<file path="src/rtl/seg7_pkg.sv">
// ---------------------------------------------------------------------------
// seg7_pkg
//   Shared constants for the 7-segment display blocks.
//   - NUM_DIGITS : number of scanned digits (fixed at 6: hh:mm:ss)
//   - SEG_*      : glyphs as active-high {g,f,e,d,c,b,a}, bit0 = a.
//                  Output polarity is applied by the consumer, not here.
//   - slot_phase_e : sub-phase of a digit slot (dead time / digit shown)
// ---------------------------------------------------------------------------
package seg7_pkg;

  localparam int unsigned NUM_DIGITS = 6;

  localparam logic [6:0] SEG_0    = 7'h3F;
  localparam logic [6:0] SEG_1    = 7'h06;
  localparam logic [6:0] SEG_2    = 7'h5B;
  localparam logic [6:0] SEG_3    = 7'h4F;
  localparam logic [6:0] SEG_4    = 7'h66;
  localparam logic [6:0] SEG_5    = 7'h6D;
  localparam logic [6:0] SEG_6    = 7'h7D;
  localparam logic [6:0] SEG_7    = 7'h07;
  localparam logic [6:0] SEG_8    = 7'h7F;
  localparam logic [6:0] SEG_9    = 7'h6F;
  localparam logic [6:0] SEG_DASH = 7'h40;
  localparam logic [6:0] SEG_OFF  = 7'h00;

  typedef enum logic {
    PH_DEAD = 1'b0,
    PH_SHOW = 1'b1
  } slot_phase_e;

endpackage

</file>
<file path="src/rtl/seg7_scan_bcd_to_seg7.sv">
// ---------------------------------------------------------------------------
// bcd_to_seg7
//   Combinational BCD nibble to 7-segment glyph (active-high {g..a}).
//   Codes 10-15 are not valid BCD and decode to a dash as an error marker.
//   Ports:
//     bcd_i  in  4  BCD digit
//     seg_o  out 7  glyph, bit0 = segment a
// ---------------------------------------------------------------------------
module bcd_to_seg7
  import seg7_pkg::*;
(
  input  logic [3:0] bcd_i,
  output logic [6:0] seg_o
);

  always_comb begin
    seg_o = SEG_DASH;
    unique case (bcd_i)
      4'd0:    seg_o = SEG_0;
      4'd1:    seg_o = SEG_1;
      4'd2:    seg_o = SEG_2;
      4'd3:    seg_o = SEG_3;
      4'd4:    seg_o = SEG_4;
      4'd5:    seg_o = SEG_5;
      4'd6:    seg_o = SEG_6;
      4'd7:    seg_o = SEG_7;
      4'd8:    seg_o = SEG_8;
      4'd9:    seg_o = SEG_9;
      default: seg_o = SEG_DASH;
    endcase
  end

endmodule

</file>
<file path="src/rtl/seg7_scan.sv">
// ---------------------------------------------------------------------------
// seg7_scan
//   Time-multiplexes six BCD digits onto a 6-digit 7-segment display.
//   Each digit slot lasts DIGIT_TICKS cycles; the first DEAD_TICKS cycles of
//   a slot keep every select and segment off to avoid ghosting. The input
//   digits, blanking enable and dp mask are captured once per frame so a
//   carry ripple upstream never tears the displayed value.
//   Ports:
//     clk          in   1   system clock
//     rst          in   1   synchronous reset, active-high
//     en           in   1   1: scan, 0: display dark and scan held at digit 0
//     lzb          in   1   leading-zero blanking enable
//     digits_in    in   24  digit i at [4i+3:4i]; digit 0 = seconds units
//     dp_mask      in   6   bit i lights the decimal point of digit i
//     seg          out  7   segments {g..a}, polarity set by ACTIVE_LOW
//     dp           out  1   decimal point
//     sel          out  6   digit select, at most one bit active
//     frame_start  out  1   one-cycle pulse when the snapshot is taken
// ---------------------------------------------------------------------------
module seg7_scan
  import seg7_pkg::*;
#(
  parameter int unsigned DIGIT_TICKS = 50000,
  parameter int unsigned DEAD_TICKS  = 500,
  parameter bit          ACTIVE_LOW  = 1'b1
) (
  input  logic                      clk,
  input  logic                      rst,
  input  logic                      en,
  input  logic                      lzb,
  input  logic [4*NUM_DIGITS-1:0]   digits_in,
  input  logic [NUM_DIGITS-1:0]     dp_mask,
  output logic [6:0]                seg,
  output logic                      dp,
  output logic [NUM_DIGITS-1:0]     sel,
  output logic                      frame_start
);

  localparam int unsigned TW = (DIGIT_TICKS > 1) ? $clog2(DIGIT_TICKS) : 1;
  localparam int unsigned IW = $clog2(NUM_DIGITS);

  localparam logic [TW-1:0] TC_LAST  = TW'(DIGIT_TICKS - 1);
  localparam logic [TW-1:0] TC_DEAD  = TW'(DEAD_TICKS);
  localparam logic [IW-1:0] IDX_LAST = IW'(NUM_DIGITS - 1);

  // Inactive levels of the physical outputs.
  localparam logic [6:0]            SEG_INACT = ACTIVE_LOW ? '1 : '0;
  localparam logic                  DP_INACT  = ACTIVE_LOW;
  localparam logic [NUM_DIGITS-1:0] SEL_INACT = ACTIVE_LOW ? '1 : '0;

  // Counters and snapshot.
  logic [TW-1:0]             tcnt_q, tcnt_d;
  logic [IW-1:0]             idx_q, idx_d;
  logic [4*NUM_DIGITS-1:0]   snap_q;
  logic                      lzb_q;
  logic [NUM_DIGITS-1:0]     dpm_q;

  // Output registers.
  logic [6:0]                seg_q, seg_d;
  logic                      dp_q, dp_d;
  logic [NUM_DIGITS-1:0]     sel_q, sel_d;
  logic                      fs_q;

  // Combinational helpers.
  logic                      frame_go;
  logic [4*NUM_DIGITS-1:0]   snap_eff;
  logic                      lzb_eff;
  logic [NUM_DIGITS-1:0]     dpm_eff;
  logic [NUM_DIGITS-1:0]     blank;
  slot_phase_e               phase;
  logic [3:0]                nib;
  logic [6:0]                glyph;
  logic                      lit;
  logic [6:0]                seg_act;
  logic                      dp_act;
  logic [NUM_DIGITS-1:0]     sel_act;

  // (tcnt, idx) = (0, 0) with en high only occurs on the first cycle of a
  // frame: after reset, after en returns, or after the 5->0 wrap.
  assign frame_go = (tcnt_q == '0) && (idx_q == '0);

  // On the frame-start cycle the decode already uses the values being
  // captured, so the very first slot never shows the previous frame's data
  // even when DEAD_TICKS is zero.
  assign snap_eff = frame_go ? digits_in : snap_q;
  assign lzb_eff  = frame_go ? lzb       : lzb_q;
  assign dpm_eff  = frame_go ? dp_mask   : dpm_q;

  // Leading-zero mask: a digit is blank when it and every higher digit are
  // zero. Digit 0 is always shown.
  always_comb begin
    logic run;
    blank = '0;
    run   = lzb_eff;
    for (int unsigned i = NUM_DIGITS - 1; i >= 1; i--) begin
      run      = run && (snap_eff[4*i +: 4] == 4'd0);
      blank[i] = run;
    end
  end

  assign phase = (tcnt_q < TC_DEAD) ? PH_DEAD : PH_SHOW;
  assign nib   = snap_eff[{idx_q, 2'b00} +: 4];

  bcd_to_seg7 u_dec (
    .bcd_i (nib),
    .seg_o (glyph)
  );

  always_comb begin
    lit     = (phase == PH_SHOW) && !blank[idx_q];
    seg_act = lit ? glyph : SEG_OFF;
    dp_act  = lit && dpm_eff[idx_q];
    sel_act = lit ? (NUM_DIGITS'(1) << idx_q) : '0;

    seg_d = ACTIVE_LOW ? ~seg_act : seg_act;
    dp_d  = ACTIVE_LOW ? ~dp_act  : dp_act;
    sel_d = ACTIVE_LOW ? ~sel_act : sel_act;
  end

  always_comb begin
    tcnt_d = tcnt_q + 1'b1;
    idx_d  = idx_q;
    if (tcnt_q == TC_LAST) begin
      tcnt_d = '0;
      idx_d  = (idx_q == IDX_LAST) ? '0 : idx_q + 1'b1;
    end
  end

  always_ff @(posedge clk) begin
    if (rst) begin
      tcnt_q <= '0;
      idx_q  <= '0;
      snap_q <= '0;
      lzb_q  <= 1'b0;
      dpm_q  <= '0;
      seg_q  <= SEG_INACT;
      dp_q   <= DP_INACT;
      sel_q  <= SEL_INACT;
      fs_q   <= 1'b0;
    end else if (!en) begin
      // Hold at the start of digit 0 so en rising begins a fresh frame.
      tcnt_q <= '0;
      idx_q  <= '0;
      seg_q  <= SEG_INACT;
      dp_q   <= DP_INACT;
      sel_q  <= SEL_INACT;
      fs_q   <= 1'b0;
    end else begin
      tcnt_q <= tcnt_d;
      idx_q  <= idx_d;
      if (frame_go) begin
        snap_q <= digits_in;
        lzb_q  <= lzb;
        dpm_q  <= dp_mask;
      end
      seg_q  <= seg_d;
      dp_q   <= dp_d;
      sel_q  <= sel_d;
      fs_q   <= frame_go;
    end
  end

  assign seg         = seg_q;
  assign dp          = dp_q;
  assign sel         = sel_q;
  assign frame_start = fs_q;

endmodule

</file>
<file path="config.mk">
export PLATFORM = sky130hd
export DESIGN_NAME = seg7_scan
export DESIGN_NICKNAME = d
export VERILOG_FILES = /design/src/rtl/seg7_pkg.sv /design/src/rtl/seg7_scan_bcd_to_seg7.sv /design/src/rtl/seg7_scan.sv
export SDC_FILE = /design/constraint.sdc
export NUM_CORES = 1
export LEC_CHECK = 0
export ABC_AREA = 1
export BUFFER_PORTS_ARGS = -buffer_cell sky130_fd_sc_hd__buf_2
export CORE_ASPECT_RATIO = 1.1
export CORE_MARGIN = 5
export CORE_UTILIZATION = 50
export DETAILED_ROUTE_END_ITERATION = 16
export GPL_TIMING_DRIVEN = 0
export PLACE_DENSITY = 0.81
export SLEW_MARGIN = 20
export SYNTH_ARGS = -nofsm -noshare
export SYNTH_HDL_FRONTEND = slang
export SYNTH_SLANG_ARGS = --single-unit
export TNS_END_PERCENT = 10
</file>
<file path="constraint.sdc">
create_clock -name clk -period 7 [get_ports clk]
set_input_delay 1.4 -clock clk [delete_from_list [all_inputs] [get_ports clk]]
set_output_delay 1.4 -clock clk [all_outputs]
set_load 0.005 [all_outputs]
</file>
# Word level (Yosys, flattened, before mapping)

Memory sizes are Yosys's and may differ from the RTL's.
Cells that the tools add are included.

Register bits after elaboration: 65
ROM bits: 112
Bits of input ports: 34
Output and inout port bits: 15
Logic and storage cells: 51
Memories: 1

Add/sub/neg operators: 2
$lt $le $gt $ge: 2
Equality and inequality tests: 2
Shifts and indexed selects: 2
Multiplexer cells: 11
Bitwise operators: 4
Reductions and logical operators: 18

Memories:

| name             | depth | bits a word | read ports | clocked after Yosys merged registers in | write ports | RTL line                    | RTL |
|---|---|---|---|---|---|---|---|
| (name not given) | 16    | 7           | 1          | 0                                       | 0           | seg7_scan_bcd_to_seg7.sv:18 | `unique case (bcd_i)` |

Operators with widths:

| operator                                                              | count |
|---|---|
| 24-bit two-way mux                                                    | 1 |
| 24-bit by 6-bit variable part select with 4-bit output                | 1 |
| 4-bit zero test                                                       | 5 |
| 16-bit by 1-bit adder with 16-bit output, second input constant       | 1 |
| 16-bit == test, second input constant                                 | 1 |
| 16-bit zero test                                                      | 1 |
| 16-bit by 9-bit < comparator with 1-bit output, second input constant | 1 |
| 6-bit two-way mux                                                     | 2 |
| 1-bit logical AND                                                     | 8 |
| 7-bit two-way mux                                                     | 1 |
| 7-bit NOT                                                             | 1 |
| 1-bit binary-select mux with 3-bit select                             | 2 |
| 6-bit NOT                                                             | 1 |
| 1-bit by 3-bit left shift with 6-bit output, first input constant     | 1 |
| 3-bit by 4-bit < comparator with 1-bit output, second input constant  | 1 |
| 1-bit two-way mux                                                     | 4 |
| 3-bit by 1-bit adder with 3-bit output, second input constant         | 1 |
| 3-bit == test, second input constant                                  | 1 |
| 3-bit zero test                                                       | 1 |
| 3-bit two-way mux                                                     | 1 |
| 3-bit OR reduction                                                    | 1 |
| 1-bit NOT                                                             | 2 |
| 2-bit OR reduction                                                    | 1 |
| 1-bit zero test                                                       | 1 |

# Longest topological paths before layout

Gate-level depths: netlist of the first run.

Depth after elaboration: 15
Mapped depth: 22
Gate-level depth less buffers: 21

# Modules after synthesis

Synthesis of the first run repeated with hierarchy kept, for this count alone.

Cell total of the unflattened synthesis: 564
Area total of the unflattened synthesis: 3667.3 sq um

By module, submodules not included:

| module      | instances | cells an instance | area each (sq um) | seq. area each (sq um) |
|---|---|---|---|---|
| seg7_scan   | 1         | 528               | 3474.6            | 1301.2 |
| bcd_to_seg7 | 1         | 36                | 192.7             | 0.0 |

# Least setup slack after synthesis of the first run

No wires, ideal clock.

Path kind: input -> register
Start: input port digits_in[16]
End: register seg_q[3] (netlist: seg[3])
Setup time: 0.124 ns
Arrival: 2.490 ns
Data required time: 6.876 ns
Slack: 4.385 ns
Stages on the path: 12
Path buffers: 0
Cells stage by stage: nand4_1 > nand2_1 > inv_1 > o21ai_0 > inv_1 > nand2_1 > inv_1 > ha_1 > inv_1 > nand2_1 > nand3_1 > nand3_1

Cells in the longest elaborated chain, start to end: 12
Elaborated cells on any way between the ends: 14
Those cells by class: 1 x shift; 4 x mux; 1 x bitwise; 7 x reduce/logical; 1 x memory

Ends and longest elaborated chain:

| element                                                                        | RTL line         | RTL |
|---|---|---|
| start, declared                                                                | seg7_scan.sv:31  | `input logic [4*NUM_DIGITS-1:0] digits_in,` |
| 24-bit two-way mux *                                                           | n/a              |  |
| parallel branches: the longest is 9 deep, another holds memory read 16 x 7 bit | n/a              |  |
| 7-bit two-way mux *                                                            | seg7_scan.sv:111 | `seg_act = lit ? glyph : SEG_OFF;` |
| 7-bit NOT *                                                                    | seg7_scan.sv:115 | `seg_d = ACTIVE_LOW ? ~seg_act : seg_act;` |
| end signal, assigned                                                           | seg7_scan.sv:156 | `seg_q <= seg_d;` |
| end, declared                                                                  | seg7_scan.sv:59  | `logic [6:0] seg_q, seg_d;` |

Every way passes the cells marked *. The select of a mux whose other input is x is not followed.
A chain may end at the register's enable or synchronous reset.

# Worst setup path in the final report of the first run

Start: register tcnt_q[0]
End: register seg_q[3] (netlist: seg[3])

Cells in the longest elaborated chain, start to end: 15
Elaborated cells on any way between the ends: 24
Those cells by class: 1 x order compare; 1 x shift; 6 x mux; 1 x bitwise; 14 x reduce/logical; 1 x memory

Ends and longest elaborated chain:

| element                                                                         | RTL line         | RTL |
|---|---|---|
| start, declared                                                                 | seg7_scan.sv:52  | `logic [TW-1:0] tcnt_q, tcnt_d;` |
| start signal, assigned                                                          | seg7_scan.sv:149 | `tcnt_q <= tcnt_d;` |
| parallel branches: the longest is 13 deep, another holds memory read 16 x 7 bit | n/a              |  |
| 7-bit two-way mux *                                                             | seg7_scan.sv:111 |  |
| 7-bit NOT *                                                                     | seg7_scan.sv:115 |  |

Marked as above.

==> impl_metrics.json, run 1 <==
{
  "max_slew_margin": 0.6463,
  "viasPerCell": 5.203,
  "yosysTopAreaCellShare": 0.3597,
  "sequentialPowerShare": 0.432,
  "synth_xor_area_frac": 0.007264,
  "power.share.clock": 0.430,
  "psw_mw": 0.2416,
  "drt-pass1-iter-count": 5,
  "cpMaxStageDelayCell": "sky130_fd_sc_hd__dfxtp_1",
  "power_per_cell_area_nw_per_um2": 215.4,
  "ir_drop_uv": 124.5,
  "ys_top_cells_by_area": "sky130_fd_sc_hd__dfxtp_1 36%, sky130_fd_sc_hd__nand2_1 14%, sky130_fd_sc_hd__inv_1 8.6%",
  "io_buffer_count": 48,
  "global_route.usage.total": 0.2091,
  "netSwitchingFraction": 0.2667,
  "power.internal_mw": 0.6645,
  "synth.mux.area_fraction": 0,
  "syn-num-nets": 588,
  "routed_antenna_nets": 0,
  "synth_compound_area_frac": 0.1238,
  "critical_path.most_common_cell": "sky130_fd_sc_hd__nand2_1",
  "setup_viol_count_final": 0,
  "cp_max_fo": 10,
  "placed_cells": 679,
  "synth.avg_cell_area_sq_um": 6.625,
  "tritoncts.num_buffers": 9,
  "worst_clock_skew_ns": 0.009280,
  "post-cts-setup-buffer-count": 0,
  "combinational_share_of_power": 0.138,
  "worst-setup-path-type": "reg2reg",
  "synth_fa_ha_area_frac": 0.02767,
  "synth_top_area_cell": "sky130_fd_sc_hd__dfxtp_1",
  "grt_first_pass_wirelength_um": 15700,
  "placeable_area_sq_um": 7047,
  "fin_cells": 695,
  "min-delay-path-class": "reg2reg",
  "clk_root_buffer_cell": "sky130_fd_sc_hd__clkbuf_8",
  "final_worst_path_cycle_share": 0.3807,
  "cp-start-kind": "flip-flop",
  "grt_antenna_before_repair": 0,
  "ff_latch_area_sq_um": 1301,
  "critical_path.cell_chain": "inv_1, ha_1, inv_1, nor2_1, nand2_1, nor2_4, nand3_4, inv_2, buf_6, nand2_1, nand2_1, nand2_1, o21ai_0, inv_1, nand2_1, inv_1, ha_1, inv_1, nand2_1, nand3_1, nand3_1",
  "worst_slew_pin_slew_ns": 0.5305,
  "most_common_library_cell_in_the_layout_ignoring_fill_and_taps": "sky130_fd_sc_hd__nand2_1",
  "remaining_drc_errors": 0,
  "timing_hold_violations_final": 0,
  "multi_input_area_sq_um": 1884,
  "synth_sequential_area_ratio": 0.3597,
  "detail_route.wirelength_um": 8967,
  "drv_cap": 0,
  "post_cts_hold_buffer_count": 0,
  "clock_latency_late_sink_ns": 0.35,
  "grt_start_max_net_pins": 13,
  "status": "complete, no violations",
  "cts.repair.resized": 0,
  "crit_path_end_kind": "flip-flop",
  "initial_core_util": 0.5133,
  "yosysUniqueCellTypes": 37,
  "ctsLongestPathBuffers": 2,
  "synth-simple-area-share": 0.3622,
  "vias": 3616,
  "critical_path_arrival_ns": 2.90,
  "crit_path_max_incr_delay_ns": 0.35,
  "number_of_global_route_vias_before_repair": 3565,
  "number_of_nets_in_the_final_layout": 647,
  "rows": 32,
  "dominant_combinational_cell_family_by_area_after_synthesis": "simple AND/OR/NAND/NOR gates",
  "h-tree-depth": 3,
  "number_of_diodes": 0,
  "cts_num_sinks": 65,
  "synth.yosys.warnings": 0,
  "detailed_place_hpwl_um": 6940,
  "netlist_instances": 546,
  "die_height_um": 99.21,
  "fill_cell_total_of_the_finished_layout": 666,
  "post_route_cells_drive_above_1_share": 0.1721,
  "synthToLayoutAreaGrowth_pct": 16.29,
  "rsz0062_at_grt": "false",
  "finalCriticalPeriod_ns": 2.665,
  "final_max_slew_viol_count": 0,
  "die-area_sq_um": 9037,
  "most_used_cells_in_the_layout_excluding_fill_and_tap_cells": "134 x sky130_fd_sc_hd__nand2_1, 83 x sky130_fd_sc_hd__inv_1, 79 x sky130_fd_sc_hd__nor2_1, 65 x sky130_fd_sc_hd__dfxtp_1, 51 x sky130_fd_sc_hd__buf_2",
  "setup-tns-final_ns": 0,
  "static_leakage_nw": 2.088,
  "gp_routability_congestion": 0.8766,
  "fp.dieW_um": 91.10,
  "grt_overflow_total": 0,
  "fmax_mhz": 375.2,
  "wl_per_cell_um": 12.90,
  "cts_tree": "yes",
  "design.portCount": 49,
  "required_ns": 7.24,
  "mappedNetlistArea_sq_um": 3617,
  "synth-seq-cells": 65,
  "detailedRoute.firstIterationViolations": 209,
  "clk_transition_reported_paths_ns": 0.08
}
-- critical path: cells and delay by family (launching register included) --
| family | cells | cell delay, ns |
|---|---|---|
| compound gates | 1 | 0.09 |
| fa+ha+maj | 2 | 0.44 |
| buf+inv | 7 | 0.63 |
| flops | 1 | 0.35 |
| simple gates | 11 | 1.03 |
-- final timing paths --
path	from	endpoint	slack, ns	cells past startpoint
setup / recovery	tcnt_q[0]	seg[3]	4.33	21
hold / removal	snap_q[18]	snap_q[18]	0.48	2
setup reg to reg	tcnt_q[0]	seg[3]	4.33	21
hold reg to reg	snap_q[18]	snap_q[18]	0.48	2
-- through the flow --
| step | cell area, sq um | power (mW) | setup slack (ns) | hold WS (ns) | util |
|---|---|---|---|---|---|
| 2_1_floorplan | 3617 | 0.4869 | 4.385 | 0.4415 | - |
| 3_3_place_gp | 3964 | 0.5184 | 4.147 | 0.4608 | 0.5625 |
| 3_5_place_dp | 3964 | 0.5229 | 4.074 | 0.4687 | 0.5625 |
| 4_1_cts | 4207 | 0.9100 | 4.319 | 0.4880 | 0.5969 |
| 5_1_grt | 4207 | 0.9469 | 4.081 | 0.5155 | 0.5969 |
| 6_report | 4207 | 0.9061 | 4.335 | 0.4828 | 0.5969 |
-- power by group through the flow --
stage	Clock (mW)	Combinational (mW)	Sequential, mW
finish	0.390	0.125	0.391
global route	0.412	0.142	0.393
CTS	0.395	0.124	0.391
detailed placement	0	0.123	0.400
global placement	0	0.120	0.399
floorplan	0	0.0888	0.398
-- sequential cells by signal (all words and copies together) (netlist names) --
register / count
dp: 1
snap_q: 24
tcnt_q: 16
lzb_q: 1
dpm_q: 6
sel: 6
idx_q: 3
frame_start: 1
seg: 7
-- cell usage after synthesis --
cell	number
sky130_fd_sc_hd__a21oi_4	1
sky130_fd_sc_hd__a21oi_1	16
sky130_fd_sc_hd__o221ai_1	1
sky130_fd_sc_hd__nor3_1	3
sky130_fd_sc_hd__xnor2_1	1
sky130_fd_sc_hd__o21ai_2	2
sky130_fd_sc_hd__o21ai_1	8
sky130_fd_sc_hd__nand4_1	20
sky130_fd_sc_hd__nor2_2	2
sky130_fd_sc_hd__nand2_2	11
sky130_fd_sc_hd__dfxtp_1	65
sky130_fd_sc_hd__nand2_4	2
sky130_fd_sc_hd__inv_2	7
sky130_fd_sc_hd__nand3_4	1
sky130_fd_sc_hd__clkbuf_1	9
sky130_fd_sc_hd__ha_1	8
sky130_fd_sc_hd__xor2_1	2
sky130_fd_sc_hd__buf_4	1
sky130_fd_sc_hd__o21a_1	2
sky130_fd_sc_hd__inv_1	83
sky130_fd_sc_hd__a31oi_1	1
sky130_fd_sc_hd__nor3b_1	2
sky130_fd_sc_hd__o41ai_1	1
sky130_fd_sc_hd__buf_2	3
sky130_fd_sc_hd__nor4_1	3
sky130_fd_sc_hd__buf_6	3
sky130_fd_sc_hd__nor2_1	79
sky130_fd_sc_hd__nand2_1	134
sky130_fd_sc_hd__nor2_4	4
sky130_fd_sc_hd__nand3_2	1
sky130_fd_sc_hd__o31ai_1	2
sky130_fd_sc_hd__o211ai_2	1
sky130_fd_sc_hd__o211ai_1	11
sky130_fd_sc_hd__clkinv_1	1
sky130_fd_sc_hd__nor2_8	2
sky130_fd_sc_hd__nand3_1	24
sky130_fd_sc_hd__o21ai_0	29
-- layout make-up --
| cell class | count | share of cell area |
|---|---|---|
| buffer | 16 | 0.02142 |
| clock buffer | 9 | 0.02945 |
| clock inverter | 7 | 0.02826 |
| inverter | 91 | 0.08120 |
| multi-input combinational | 374 | 0.4479 |
| sequential | 65 | 0.3093 |
| tap | 85 | 0.02528 |
| timing repair buffer | 48 | 0.05711 |
-- cell families (layout without fill, tap and decap cells) --
logic type	Yosys count	in the layout
AND/OR/NAND/NOR	288	288
buffers and inverters	107	171
AO/OA/AOI/OAI	75	75
flip-flops	65	65
adder cells (fa/ha/maj)	8	8
XOR/XNOR	3	3
-- per-layer routing --
| layer | wire length, um | track usage | vias up |
|---|---|---|---|
| met2 | 4287 | 0.3535 | 122 |
| met4 | 318 | 0.1140 | 0 |
| met1 | 3812 | 0.2462 | 1627 |
| li1 | - | - | 1844 |
| met3 | 549 | 0.04463 | 23 |
| met5 | 0 | 0 | - |
No activity file was read; power rests on OpenSTA's default activity.
==> inputs of run 2 (changes only) <==
- ABC_AREA: 1 -> 0
- PLACE_DENSITY: 0.81 -> 0.82
- clock period: 7 -> 2.6 ns (I/O delays scaled with it)
==> run 2 against run 1 <==
Critical path type unchanged. The flow now finishes with violations (negative setup slack). Highest routed layer unchanged. Area after synthesis is 13% lower. Fmax decreased by 2.2%. Synthesized cell count decreased by 29%.
==> impl_metrics.json, run 2 <==
{
  "ir_drop_uv": 410.5,
  "synth.mux.area_fraction": 0.05429,
  "static_leakage_nw": 1.547,
  "detailed_place_hpwl_um": 5884,
  "grt_start_max_net_pins": 11,
  "crit_buf_inv": 1,
  "cpMaxStageDelayCell": "sky130_fd_sc_hd__or4b_4",
  "setup_ws_ns": -0.1254,
  "synthToLayoutAreaGrowth_pct": 23.35,
  "placed_cells": 516,
  "ctsLongestPathBuffers": 2,
  "synth.yosys.warnings": 0,
  "number_of_nets_in_the_final_layout": 500,
  "max_slew_margin": 0.6411,
  "fmax_mhz": 366.9,
  "worst_slew_pin_slew_ns": 0.5383,
  "h-tree-depth": 3,
  "synth_xor_area_frac": 0.04192,
  "synth_fa_ha_area_frac": 0.03194,
  "clk_transition_reported_paths_ns": 0.07,
  "synth-seq-cells": 65,
  "cpLargestDelayFamily": "compound AO/OA/AOI/OAI gates",
  "initial_core_util": 0.5123,
  "clk_root_buffer_cell": "sky130_fd_sc_hd__clkbuf_8",
  "worst-setup-path-type": "reg2reg",
  "crit_path_end_kind": "flip-flop",
  "fin_cells": 542,
  "detailedRoute.firstIterationViolations": 255,
  "io_buffer_count": 48,
  "async_flop_share": 0,
  "die-area_sq_um": 7954,
  "ys_top_cells_by_count": "83 x sky130_fd_sc_hd__nand2_1, 65 x sky130_fd_sc_hd__dfxtp_1, 37 x sky130_fd_sc_hd__a21oi_1",
  "drv_cap": 0,
  "routed_antenna_nets": 0,
  "number_of_diodes": 0,
  "final_max_slew_viol_count": 0,
  "drt-pass1-iter-count": 5,
  "timing_hold_violations_final": 0,
  "worst_clock_skew_ns": 0.01053,
  "gp_routability_congestion": 0.9867,
  "final_worst_path_cycle_share": 1.048,
  "grt_overflow_total": 0,
  "ys_top_cells_by_area": "sky130_fd_sc_hd__dfxtp_1 42%, sky130_fd_sc_hd__nand2_1 9.9%, sky130_fd_sc_hd__a21oi_1 5.9%",
  "cts_num_sinks": 65,
  "status": "finished with violations",
  "power_per_cell_area_nw_per_um2": 562.5,
  "yosysUniqueCellTypes": 53,
  "largest_register_ff_count": 24,
  "clock_latency_late_sink_ns": 0.35,
  "number_of_global_route_vias_before_repair": 2954,
  "finalCriticalPeriod_ns": 2.725,
  "synth_top_area_cell": "sky130_fd_sc_hd__dfxtp_1",
  "grt_antenna_before_repair": 0,
  "cp-start-kind": "flip-flop",
  "synth_sequential_area_ratio": 0.4152,
  "required_ns": 2.83,
  "setup_viol_count_final": 13,
  "crit_path_max_incr_delay_ns": 0.46,
  "dominant_combinational_cell_family_by_area_after_synthesis": "simple AND/OR/NAND/NOR gates",
  "cp-startpoint": "tcnt_q[0]",
  "synth_edf_count": 0,
  "die_height_um": 93.04,
  "most_used_cells_in_the_layout_excluding_fill_and_tap_cells": "83 x sky130_fd_sc_hd__nand2_1, 63 x sky130_fd_sc_hd__dfxtp_1, 49 x sky130_fd_sc_hd__buf_2, 37 x sky130_fd_sc_hd__a21oi_1, 32 x sky130_fd_sc_hd__nor2_1",
  "critical_path.cell_chain": "inv_2, ha_4, or4b_4, or3_4, o211a_1, a211o_1, a311oi_4, nand3b_1, o22a_1",
  "ys_dominant_reg_cell": "sky130_fd_sc_hd__dfxtp_1",
  "wl_per_cell_um": 15.17,
  "failed_checks": "negative setup slack",
  "most_common_library_cell_in_the_layout_ignoring_fill_and_taps": "sky130_fd_sc_hd__nand2_1",
  "rsz0062_at_grt": "true",
  "holdCritStartpoint": "digits_in[12]",
  "synth_compound_area_frac": 0.1577,
  "yosysTopAreaCellShare": 0.4152,
  "netlist_instances": 388,
  "vias": 3132,
  "design.portCount": 49,
  "final_util": 0.6319,
  "grt_first_pass_wirelength_um": 13070,
  "synth.avg_cell_area_sq_um": 8.078,
  "max_flop_register": "snap_q",
  "placeable_area_sq_um": 6118,
  "viasPerCell": 5.779,
  "detail_route.wirelength_um": 8221,
  "cts_tree": "yes",
  "fp.dieW_um": 85.49,
  "synth-simple-area-share": 0.2587,
  "r2r-start": "tcnt_q[0]",
  "cp_max_fo": 4,
  "min-delay-path-class": "in2reg",
  "critical_path_arrival_ns": 2.95,
  "post_route_cells_drive_above_1_share": 0.2338,
  "mappedNetlistArea_sq_um": 3134,
  "synth.most_common_cell": "sky130_fd_sc_hd__nand2_1",
  "syn-num-nets": 430,
  "tritoncts.num_buffers": 9,
  "rows": 30,
  "remaining_drc_errors": 0,
  "global_route.usage.total": 0.2055
}
==> run 2: power breakdown <==
group	internal [mW]	total [mW]	switching, mW
combinational	0.118	0.263	0.145
clock	0.487	0.859	0.372
sequential	1.03	1.05	0.0237
==> run 2: metal layers <==
| layer | global-route usage | up-vias | part of all wire |
|---|---|---|---|
| met1 | 0.2477 | 1463 | 0.42 |
| met5 | 0 | - | 0 |
| met3 | 0.05286 | 28 | 0.078 |
| met2 | 0.3348 | 139 | 0.47 |
| li1 | - | 1502 | - |
| met4 | 0.1082 | 0 | 0.036 |
==> run 2: worst register-to-register path: stages, from the launching register on <==
cell	delay, ns
sky130_fd_sc_hd__dfxtp_2	0.33
sky130_fd_sc_hd__inv_2	0.06
sky130_fd_sc_hd__ha_4	0.12
sky130_fd_sc_hd__or4b_4	0.46
sky130_fd_sc_hd__or3_4	0.35
sky130_fd_sc_hd__o211a_1	0.24
sky130_fd_sc_hd__a211o_1	0.27
sky130_fd_sc_hd__a311oi_4	0.33
sky130_fd_sc_hd__nand3b_1	0.21
sky130_fd_sc_hd__o22a_1	0.24
==> run 2: final cells by class <==
class                      instances  area (sq um)
inverter                          11         41.29
sequential                        65          1304
clock inverter                     3         40.04
multi-input combinational        291          1808
tap                               80         100.1
timing repair buffer              59         322.8
buffer                            21         95.09
clock buffer                      12         155.1
fill                             514          2252
==> run 2: kinds of logic (layout without fill, tap and decap cells) <==
family	Yosys count	in the layout
buffers and inverters	32	106
xor gates and xnor gates	15	15
DFF	65	65
AOI/OAI and AO/OA	80	80
adders and majority gates	8	8
muxes	13	13
and+or+nand+nor	175	175
==> run 2: final timing paths <==
| kind | end | slack, ns | depth (start not counted) |
|---|---|---|---|
| setup / recovery | seg[5] | -0.13 | 9 |
| hold / removal | snap_q[12] | 0.41 | 3 |
| setup reg to reg | seg[5] | -0.13 | 9 |
| hold reg to reg | dpm_q[4] | 0.45 | 2 |
==> run 2: per-stage QoR <==
step | TNS (ns) | setup slack, ns | hold slack (ns) | instance area, sq um | total power, mW
detailed placement | -3.705 | -0.5815 | 0.4465 | 3488 | 1.299
floorplan | -0.01292 | -0.005266 | 0.4233 | 3148 | 1.220
global route | -4.553 | -0.2026 | 0.4175 | 3866 | 2.247
finish | -0.5742 | -0.1254 | 0.4089 | 3866 | 2.175
CTS | -0.4489 | -0.1261 | 0.4054 | 3801 | 2.161
global placement | -2.934 | -0.4866 | 0.4353 | 3488 | 1.291
==> run 2: repair_timing <==
item	in CTS	in global routing
pin swaps	10	7
hold endpoints to repair	0	0
buffers inserted	6	5
hold buffers	0	0
setup endpoints to repair	15	41
resized for setup	17	10
==> inputs of run 3 (changes only) <==
- RECOVER_POWER: unset -> 100
==> run 3 against run 2 <==
The flow still finishes with violations (negative setup slack). Critical path depth unchanged. Global-route usage unchanged. Fmax up 0.22%. Utilization down 0.29 points. Combinational power about the same. Cell count unchanged. First-iteration DRC count up 6.3%. Power down 0.12%. Worst setup slack better by 0.0059 ns. Clock power about the same. Die area unchanged. Flip-flop and latch count unchanged. Critical endpoint unchanged.
==> impl_metrics.json, run 3 (synthesis results as in run 2) <==
{
  "status": "finished with violations",
  "failed_checks": "negative setup slack",
  "worst_clock_skew_ns": 0.01045,
  "cp-start-kind": "flip-flop",
  "vias": 3143,
  "post_route_cells_drive_above_1_share": 0.2143,
  "cts_num_sinks": 65,
  "wl_per_cell_um": 15.20,
  "multi_input_area_sq_um": 1808,
  "tritoncts.num_buffers": 9,
  "worst_r2r_path_depth": 9,
  "ff_latch_area_sq_um": 1304,
  "io_buffer_count": 48,
  "most_common_library_cell_in_the_layout_ignoring_fill_and_taps": "sky130_fd_sc_hd__nand2_1",
  "synthToLayoutAreaGrowth_pct": 22.79,
  "largest_register_ff_count": 24,
  "grt_first_pass_wirelength_um": 13070,
  "setup_viol_count_final": 16,
  "min-delay-path-class": "in2reg",
  "rows": 30,
  "rsz0062_at_grt": "true",
  "ir_drop_uv": 411.8,
  "worst_slew_pin_slew_ns": 0.5409,
  "gp_routability_congestion": 0.9867,
  "post_dp_cell_area_sq_um": 3488,
  "grt_start_max_net_pins": 11,
  "placeable_area_sq_um": 6118,
  "number_of_diodes": 0,
  "max_flop_register": "snap_q",
  "detailedRoute.firstIterationViolations": 271,
  "cp_max_fo": 4,
  "most_used_cells_in_the_layout_excluding_fill_and_tap_cells": "83 x sky130_fd_sc_hd__nand2_1, 63 x sky130_fd_sc_hd__dfxtp_1, 41 x sky130_fd_sc_hd__buf_2, 37 x sky130_fd_sc_hd__a21oi_1, 32 x sky130_fd_sc_hd__nor2_1",
  "crit_buf_inv": 1,
  "routed_antenna_nets": 0,
  "max_slew_margin": 0.6394,
  "remaining_drc_errors": 0,
  "finalCriticalPeriod_ns": 2.719,
  "ctsLongestPathBuffers": 2,
  "design_power_total_mw": 2.172,
  "layout.cell_area.non_filler_sq_um": 3849,
  "fp.dieW_um": 85.49,
  "cpLargestDelayFamily": "compound AO/OA/AOI/OAI gates",
  "timing_hold_violations_final": 0,
  "cpMaxStageDelayCell": "sky130_fd_sc_hd__or4b_4",
  "setup_ws_ns": -0.1194,
  "static_leakage_nw": 1.530,
  "cts_tree": "yes",
  "fill_cell_total_of_the_finished_layout": 518,
  "power_per_cell_area_nw_per_um2": 564.4,
  "final_worst_path_cycle_share": 1.046,
  "clock_latency_late_sink_ns": 0.35,
  "die_height_um": 93.04,
  "crit_path_max_incr_delay_ns": 0.46,
  "worst-setup-path-type": "reg2reg",
  "number_of_global_route_vias_before_repair": 2954,
  "grt_antenna_before_repair": 0,
  "design.portCount": 49,
  "clk_root_buffer_cell": "sky130_fd_sc_hd__clkbuf_8",
  "h-tree-depth": 3,
  "final.hold.worst_slack_ns": 0.4085,
  "drv_cap": 0,
  "fmax_mhz": 367.7,
  "final_max_slew_viol_count": 0,
  "global_route.usage.total": 0.2055,
  "critical_path.cell_chain": "inv_2, ha_4, or4b_4, or3_4, o211a_1, a211o_1, a311oi_4, nand3b_1, o22a_1",
  "die-area_sq_um": 7954,
  "final_util": 0.6290,
  "detailed_place_hpwl_um": 5884,
  "grt_overflow_total": 0,
  "hold_path_depth": 3,
  "place_worst_setup_slack_ns": -0.5815,
  "number_of_nets_in_the_final_layout": 500,
  "drt-pass1-iter-count": 5,
  "viasPerCell": 5.799,
  "required_ns": 2.83,
  "initial_core_util": 0.5123,
  "crit_path_end_kind": "flip-flop",
  "clk_transition_reported_paths_ns": 0.07,
  "stages_on_the_worst_setup_path": 9,
  "critical_path_arrival_ns": 2.95,
  "detail_route.wirelength_um": 8236
}
==> run 3: final timing paths <==
| check | start | endpoint | slack [ns] |
|---|---|---|---|
| setup / recovery | tcnt_q[0] | seg[5] | -0.12 |
| hold / removal | digits_in[12] | snap_q[12] | 0.41 |
| setup reg to reg | tcnt_q[0] | seg[5] | -0.12 |
| hold reg to reg | dpm_q[4] | dpm_q[4] | 0.45 |
==> run 3: worst register-to-register path, stage by stage (launching register included) <==
cell and delay, ns:
sky130_fd_sc_hd__dfxtp_2 0.33, sky130_fd_sc_hd__inv_2 0.06, sky130_fd_sc_hd__ha_4 0.12, sky130_fd_sc_hd__or4b_4 0.46
sky130_fd_sc_hd__or3_4 0.35, sky130_fd_sc_hd__o211a_1 0.24, sky130_fd_sc_hd__a211o_1 0.27, sky130_fd_sc_hd__a311oi_4 0.32
sky130_fd_sc_hd__nand3b_1 0.21, sky130_fd_sc_hd__o22a_1 0.24
==> run 3: stage by stage <==
step / cells / TNS, ns
3_5_place_dp: 516 / -3.705
4_1_cts: 537 / -0.4489
2_1_floorplan: 388 / -0.01292
5_1_grt: 542 / -4.867
6_report: 542 / -0.6006
3_3_place_gp: 516 / -2.934
==> run 3: final cells by class <==
cell class,count,area share
inverter,11,0.01073
tap,80,0.02601
clock buffer,12,0.04031
multi-input combinational,291,0.4698
clock inverter,3,0.01040
buffer,21,0.02276
timing repair buffer,59,0.08127
sequential,65,0.3388
==> run 3: where the power goes <==
part | switching, mW | leakage, nW | total, mW | internal, mW
Clock | 0.370 | 0.102 | 0.857 | 0.487
Sequential | 0.0239 | 0.530 | 1.05 | 1.03
Combinational | 0.145 | 0.898 | 0.263 | 0.117
==> run 3: timing repair <==
action,4_1_cts,5_1_grt
resized for setup,17,10
pin swaps,10,7
setup endpoints to repair,15,41
hold buffers,0,0
buffers inserted,6,5
==> run 3: layer usage <==
metal  up-vias  part of all wire  track usage
met5         -                 0            0
met4         0             0.032       0.1082
met3        27             0.085      0.05286
met2       150              0.48       0.3348
met1      1462              0.41       0.2477
li1       1504                 -            -
